--- config.mk ---
export PLATFORM = sky130hd
export DESIGN_NAME = hazard_ctrl
export DESIGN_NICKNAME = d
export VERILOG_FILES = /design/src/rtl/hazard_pkg.sv /design/src/rtl/md_stall_ctr.sv /design/src/rtl/hazard_ctrl.sv
export SDC_FILE = /design/constraint.sdc
export NUM_CORES = 1
export LEC_CHECK = 0
export CAP_MARGIN = 20
export CORE_MARGIN = 8
export CORE_UTILIZATION = 29
export CTS_CLUSTER_SIZE = 24
export DETAILED_ROUTE_END_ITERATION = 10
export PLACE_DENSITY = 0.82
export SLEW_MARGIN = 15
export SYNTH_ARGS = -nofsm -noshare
export SYNTH_HDL_FRONTEND = slang
export SYNTH_SLANG_ARGS = --single-unit
--- constraint.sdc ---
create_clock -name clk -period 1.96 [get_ports clk]
set_input_delay 0.392 -clock clk [delete_from_list [all_inputs] [get_ports clk]]
set_output_delay 0.392 -clock clk [all_outputs]
set_load 0.02 [all_outputs]
--- src/rtl/hazard_pkg.sv ---
// hazard_pkg: forwarding-select codes and mul/div FSM state encoding shared by the hazard unit.
package hazard_pkg;
    localparam logic [1:0] FWD_NONE = 2'b00;
    localparam logic [1:0] FWD_M    = 2'b10;
    localparam logic [1:0] FWD_W    = 2'b01;
    typedef enum logic {IDLE = 1'b0, BUSY = 1'b1} md_state_e;
endpackage

--- src/rtl/md_stall_ctr.sv ---
// md_stall_ctr: holds a multi-cycle mul/div in E for MD_LAT cycles and flags when its result is ready.
module md_stall_ctr
    import hazard_pkg::*;
#(
    parameter int MD_LAT = 4
) (
    input  logic clk,
    input  logic CpuRst,
    input  logic MdStartE,
    input  logic DCacheMiss,
    output logic mdStall,
    output logic MdDoneE
);
    localparam int CW = $clog2(MD_LAT);
    md_state_e state;
    logic [CW-1:0] cnt;
    always_ff @(posedge clk) begin
        if (CpuRst) begin
            state <= IDLE;
            cnt   <= '0;
        end else if (state == IDLE) begin
            if (MdStartE) begin
                state <= BUSY;
                cnt   <= CW'(MD_LAT - 2);
            end
        end else if (cnt != '0) begin
            cnt <= cnt - 1'b1;
        end else if (!DCacheMiss) begin
            state <= IDLE;
        end
    end
    // The result stays valid while a data-cache miss freezes the pipeline.
    assign mdStall = !CpuRst && (state == IDLE ? MdStartE : cnt != '0);
    assign MdDoneE = !CpuRst && state == BUSY && cnt == '0;
endmodule

--- src/rtl/hazard_ctrl.sv ---
// hazard_ctrl: pipeline stall/flush priority, operand forwarding and mul/div stall control.
// Define HAZARD_PERF_CNT_EN to build the StallCycles counter; otherwise StallCycles is tied to 0.
module hazard_ctrl
    import hazard_pkg::*;
#(
    parameter int REG_W  = 5,
    parameter int MD_LAT = 4,
    parameter int CNT_W  = 32
) (
    input  logic             clk,
    input  logic             CpuRst,
    input  logic             ICacheMiss,
    input  logic             DCacheMiss,
    input  logic             BranchE,
    input  logic             JalrE,
    input  logic             JalD,
    input  logic             MdStartE,
    input  logic [REG_W-1:0] Rs1D,
    input  logic [REG_W-1:0] Rs2D,
    input  logic [REG_W-1:0] Rs1E,
    input  logic [REG_W-1:0] Rs2E,
    input  logic [REG_W-1:0] RdE,
    input  logic [REG_W-1:0] RdM,
    input  logic [REG_W-1:0] RdW,
    input  logic [1:0]       RegReadE,
    input  logic             MemToRegE,
    input  logic [2:0]       RegWriteM,
    input  logic [2:0]       RegWriteW,
    output logic             StallF,
    output logic             StallD,
    output logic             StallE,
    output logic             StallM,
    output logic             StallW,
    output logic             FlushF,
    output logic             FlushD,
    output logic             FlushE,
    output logic             FlushM,
    output logic             FlushW,
    output logic [1:0]       Forward1E,
    output logic [1:0]       Forward2E,
    output logic             MdDoneE,
    output logic [CNT_W-1:0] StallCycles
);
    logic md_stall;
    logic load_use;

    md_stall_ctr #(.MD_LAT(MD_LAT)) u_md (
        .clk        (clk),
        .CpuRst     (CpuRst),
        .MdStartE   (MdStartE),
        .DCacheMiss (DCacheMiss),
        .mdStall    (md_stall),
        .MdDoneE    (MdDoneE)
    );

    function automatic logic [1:0] fwd_sel(input logic [REG_W-1:0] rs, input logic used);
        if (used && RegWriteM != '0 && RdM != '0 && RdM == rs) return FWD_M;
        if (used && RegWriteW != '0 && RdW != '0 && RdW == rs) return FWD_W;
        return FWD_NONE;
    endfunction

    assign load_use  = MemToRegE && RdE != '0 && (RdE == Rs1D || RdE == Rs2D);
    assign Forward1E = CpuRst ? FWD_NONE : fwd_sel(Rs1E, RegReadE[1]);
    assign Forward2E = CpuRst ? FWD_NONE : fwd_sel(Rs2E, RegReadE[0]);

    always_comb begin
        {StallF, StallD, StallE, StallM, StallW} = '0;
        {FlushF, FlushD, FlushE, FlushM, FlushW} = '0;
        if (CpuRst) begin
            {FlushF, FlushD, FlushE, FlushM, FlushW} = '1;
        end else if (DCacheMiss) begin
            {StallF, StallD, StallE, StallM} = '1;
            FlushW = 1'b1;
        end else if (md_stall) begin
            {StallF, StallD, StallE} = '1;
            FlushM = 1'b1;
        end else if (load_use) begin
            {StallF, StallD} = '1;
            FlushE = 1'b1;
        end else if (BranchE || JalrE) begin
            {FlushD, FlushE} = '1;
        end else if (JalD) begin
            FlushD = 1'b1;
        end else if (ICacheMiss) begin
            StallF = 1'b1;
            FlushD = 1'b1;
        end
    end

`ifdef HAZARD_PERF_CNT_EN
    logic [CNT_W-1:0] stall_cnt;
    always_ff @(posedge clk) begin
        if (CpuRst) stall_cnt <= '0;
        else if (StallF && !(&stall_cnt)) stall_cnt <= stall_cnt + 1'b1;
    end
    assign StallCycles = stall_cnt;
`else
    assign StallCycles = '0;
`endif
endmodule

**After elaboration in Yosys (flattened, before gate mapping)**

Cells that the tools add are included.

- Bits in registers: 3
- Input port bits: 52
- Output and inout port bits: 47
- Word-level logic and storage cells: 93

- Add/subtract/negate cells: 1
- Equal/unequal tests: 7
- Multiplexer cells: 54
- Reductions and logical operators: 29

Operator list:

| operator | number |
|---|---|
| two-way mux 1 bit | 41 |
| == test 5 bit | 6 |
| two-way mux 2 bit | 13 |
| logical AND 1 bit | 17 |
| nonzero test 5 bit | 3 |
| nonzero test 3 bit | 2 |
| nonzero test 2 bit | 2 |
| zero test 2 bit | 1 |
| logical OR 1 bit | 2 |
| inequality test 2 bit (second input constant) | 1 |
| AND reduction 2 bit | 1 |
| subtractor 2 x 1 -> 2 bit (second input constant) | 1 |
| zero test 1 bit | 1 |

**Logic depth before layout (Yosys ltp)**

- Word-level depth: 9
- Gate-level depth with buffers: 7
- Gate-level depth less buffers: 7

**Hierarchy**

A second synthesis with hierarchy kept.

- Cell total of the unflattened synthesis: 129
- Area, all modules: 950.9 µm²

Modules (own cells, without submodules):

| module | times used | cells an instance | area an instance (µm²) | sequential area each (µm²) |
|---|---|---|---|---|
| hazard_ctrl | 1 | 111 | 797.0 | 0.0 |
| md_stall_ctr | 1 | 18 | 153.9 | 60.1 |

**Worst setup path before layout**

OpenSTA, ideal clock, no wires.

- Path kind: input to output
- Start point: input port RdM[1]
- End point: output port Forward2E[0]
- Arrival: 1.644 ns
- Data required time: 1.568 ns
- Path slack: -0.076 ns
- Stages on the path: 4
- Path buffers: 0
- Path through: or4_4 > o32ai_4 > nor3_1 > nor3_1

- Cells in the longest elaborated chain, start to end: 6
- Elaborated cells on any way between the ends: 7
- Classes of those cells: eq/ne (1); mux (3); reduce/logical (3)

Ends and longest elaborated chain:

| what | RTL line | text |
|---|---|---|
| from (decl) | hazard_ctrl.sv:23 | `input logic [REG_W-1:0] RdM,` |
| nonzero test 5 bit | hazard_ctrl.sv:57 | `if (used && RegWriteM != '0 && RdM != '0 && RdM == rs) return FWD_M;` |
| logical AND 1 bit | hazard_ctrl.sv:57 |  |
| logical AND 1 bit (*) | hazard_ctrl.sv:57 |  |
| two-way mux 1 bit (*) | hazard_ctrl.sv:57 |  |
| two-way mux 2 bit (*) | hazard_ctrl.sv:58 | `if (used && RegWriteW != '0 && RdW != '0 && RdW == rs) return FWD_W;` |
| two-way mux 2 bit (*) | hazard_ctrl.sv:64 | `assign Forward2E = CpuRst ? FWD_NONE : fwd_sel(Rs2E, RegReadE[0]);` |
| to (decl) | hazard_ctrl.sv:40 | `output logic [1:0] Forward2E,` |

Mark *: on every way between the ends. The rest lies on a longest branch, timed or not.

**Final worst setup path**

- Start point: input port RdM[4]
- End point: output port Forward2E[0]

The elaborated chain is that of the path after synthesis.

==> results.json <==
{
  "status": "finished, violations left",
  "violations": "setup timing",
  "crit_type": "input port to output port",
  "post_drt_wl_per_cell_um": 14.3,
  "async_flop_share": 0,
  "syn2layout_area_growth_pct": 106,
  "route.detailed.drc": 0,
  "grt_pass1_vias": 1323,
  "dp_hpwl_um": 3150,
  "dp_cells": 264,
  "antenna_found_initial": 0,
  "synth_edf_count": 0,
  "synth_area_um2": 940,
  "seq_power_share": 0.111,
  "powerDensity_nw_per_um2": 334,
  "rsz0062_at_grt": "yes",
  "wirelength_um": 3870,
  "drive_above_1_share": 0.414,
  "end_kind": "output port",
  "totalPowerFinal_uw": 647,
  "cp_max_fo": 4,
  "num_vias": 1148,
  "coreArea_um2": 3080,
  "drv_slew": 0,
  "synth_largest_area_cell": "buf_4",
  "p_leak_nw": 0.955,
  "combPwrFrac": 0.711,
  "synth_seq_cells": 3,
  "cts_buffer_depth": 2,
  "finalSetupViolCount": 3,
  "yosysUniqueCellTypes": 31,
  "finalHoldViolCount": 0,
  "synth-seq-area-share": 0.0639,
  "ant_nets": 0,
  "tritoncts": "built",
  "clock.fmax_mhz": 501,
  "ir_worst_vdd_mv": 0.165,
  "synth-warning-count": 0,
  "layout_commonest_cell": "buf_4",
  "insertion_delay_ns": 0.24,
  "crit_arrival_ns": 1.61,
  "drt-vias-per-instance": 4.24,
  "port-buffer-count": 65,
  "critPathLaunchType": "input port",
  "power.share.clock": 0.178,
  "syn_inst": 129,
  "stdcell_count": 271,
  "period_share": 1.02,
  "drtPass1Iterations": 3,
  "die-area_um2": 5320,
  "grt_max_degree": 8,
  "synth.area.top_cells": "buf_4, xor2_1, xnor2_1",
  "cts_buffers": 3,
  "synth_top_area_frac": 0.272,
  "fin_worst_skew_ns": 0.00206,
  "track_usage": 0.136,
  "die_y_um": 72.9,
  "crit_required_ns": 1.57,
  "insertedDiodeCount": 0,
  "mostFrequentLayoutCells": "buf_4, conb_1, xor2_1",
  "start_util": 0.305,
  "p_sw_uw": 277,
  "h-tree-depth": 1,
  "die_width_um": 72.9,
  "cap_violations": 0,
  "p_int_uw": 370,
  "place_congestion": 0.850,
  "fin_nets": 281,
  "cts.sinks": 3,
  "num_rows": 20,
  "syn_area_per_cell_um2": 7.28,
  "power.share.switching": 0.428,
  "fillers": 293,
  "fin_ws_ns": -0.0377,
  "synth_ff_type": "dfxtp_1",
  "holdBufCountCts": 0,
  "grt-ovfl-total": 0,
  "clkSlewWorstSetupHoldPaths_ns": 0.04,
  "grt_pass1_wl_um": 5850,
  "root_buffer": "clkbuf_4",
  "min_path_type": "flip-flop to flip-flop",
  "pin_count": 99,
  "fin_crit_ns": 2.00,
  "first_iter_violations": 28
}
[power groups by stage]
| stage | logic, mW | clock network [mW] | registers [mW] |
|---|---|---|---|
| floorplan | 0.235 | 0 | 0.0713 |
| global placement | 0.410 | 0 | 0.0706 |
| detailed placement | 0.418 | 0 | 0.0708 |
| CTS | 0.423 | 0.120 | 0.0708 |
| global route | 0.492 | 0.128 | 0.0721 |
| finish | 0.460 | 0.115 | 0.0718 |
[metal layers]
layer | share of wire | wire length, um | global-route usage
met5 | 0 | 0 | 0
met4 | 0.015 | 57 | 0.0511
met3 | 0.086 | 334 | 0.0453
met2 | 0.55 | 2120 | 0.277
met1 | 0.35 | 1360 | 0.116
[stage by stage]
| stage | hold slack (ns) | utilization | setup TNS (ns) | cell area (um2) | setup WS (ns) |
|---|---|---|---|---|---|
| after global placement | 0.516 | 0.563 | -7.47 | 1730 | -0.868 |
| after global routing | 0.580 | 0.630 | -0.280 | 1940 | -0.103 |
| after detailed placement | 0.518 | 0.563 | -7.60 | 1730 | -0.901 |
| final | 0.555 | 0.630 | -0.0889 | 1940 | -0.0377 |
| after floorplan | 0.437 | - | 0 | 1070 | 0.0597 |
| after CTS | 0.533 | 0.591 | -0.148 | 1820 | -0.0634 |
[area by class of cell]
class,count,area (um2),share of cell area
multi-input cells,118,916,0.472
repair buffers,97,863,0.445
flip-flops and latches,3,60.1,0.0310
well taps,44,55.1,0.0284
clock buffers,4,26.3,0.0135
inverters,5,18.8,0.00968
[state kept, by name, indices dropped and copies added (netlist names)]
signal	count
u_md.state	1
u_md.cnt	2
[timing repair]
| item | 4_1_cts | 5_1_grt |
|---|---|---|
| endpoints found under the setup margin | 14 | 11 |
| resized for setup | 150 | 38 |
| buffers inserted | 0 | 3 |
| pin swaps | 24 | 28 |
[cells by family (layout without fill, tap and decap cells)]
logic type / Yosys count / count (layout) / synth area share
simple gates: 40 / 40 / 0.222
xor+xnor: 30 / 30 / 0.280
other cells: 1 / 33 / 0.00399
buf+inv: 40 / 106 / 0.296
fa+ha+maj: 1 / 1 / 0.0133
compound gates: 14 / 14 / 0.121
flops: 3 / 3 / 0.0639
[critical path, stage by stage]
cell,delay (ns)
buf_6,0.09
or4_4,0.54
o32ai_4,0.22
nor3_2,0.10
nor3_2,0.11
buf_4,0.16
[path summary, 6_finish.rpt]
| kind | slack [ns] | cells after the start | from | endpoint |
|---|---|---|---|---|
| setup reg to reg | 0.66 | 7 | u_md.cnt[0] | u_md.cnt[1] |
| hold reg to reg | 0.55 | 2 | u_md.cnt[0] | u_md.cnt[0] |
| setup / recovery | -0.04 | 6 | RdM[4] | Forward2E[0] |
| hold / removal | 0.55 | 2 | u_md.cnt[0] | u_md.cnt[0] |
[cell usage after synthesis, drive strengths merged, types with 3 or more instances]
library cell	count
buf	34
dfxtp	3
inv	5
nand2	5
nor2	11
nor3	9
nor4	4
o21ai	5
or4	3
xnor2	12
xor2	18
Power figures use the tool's default switching activity.
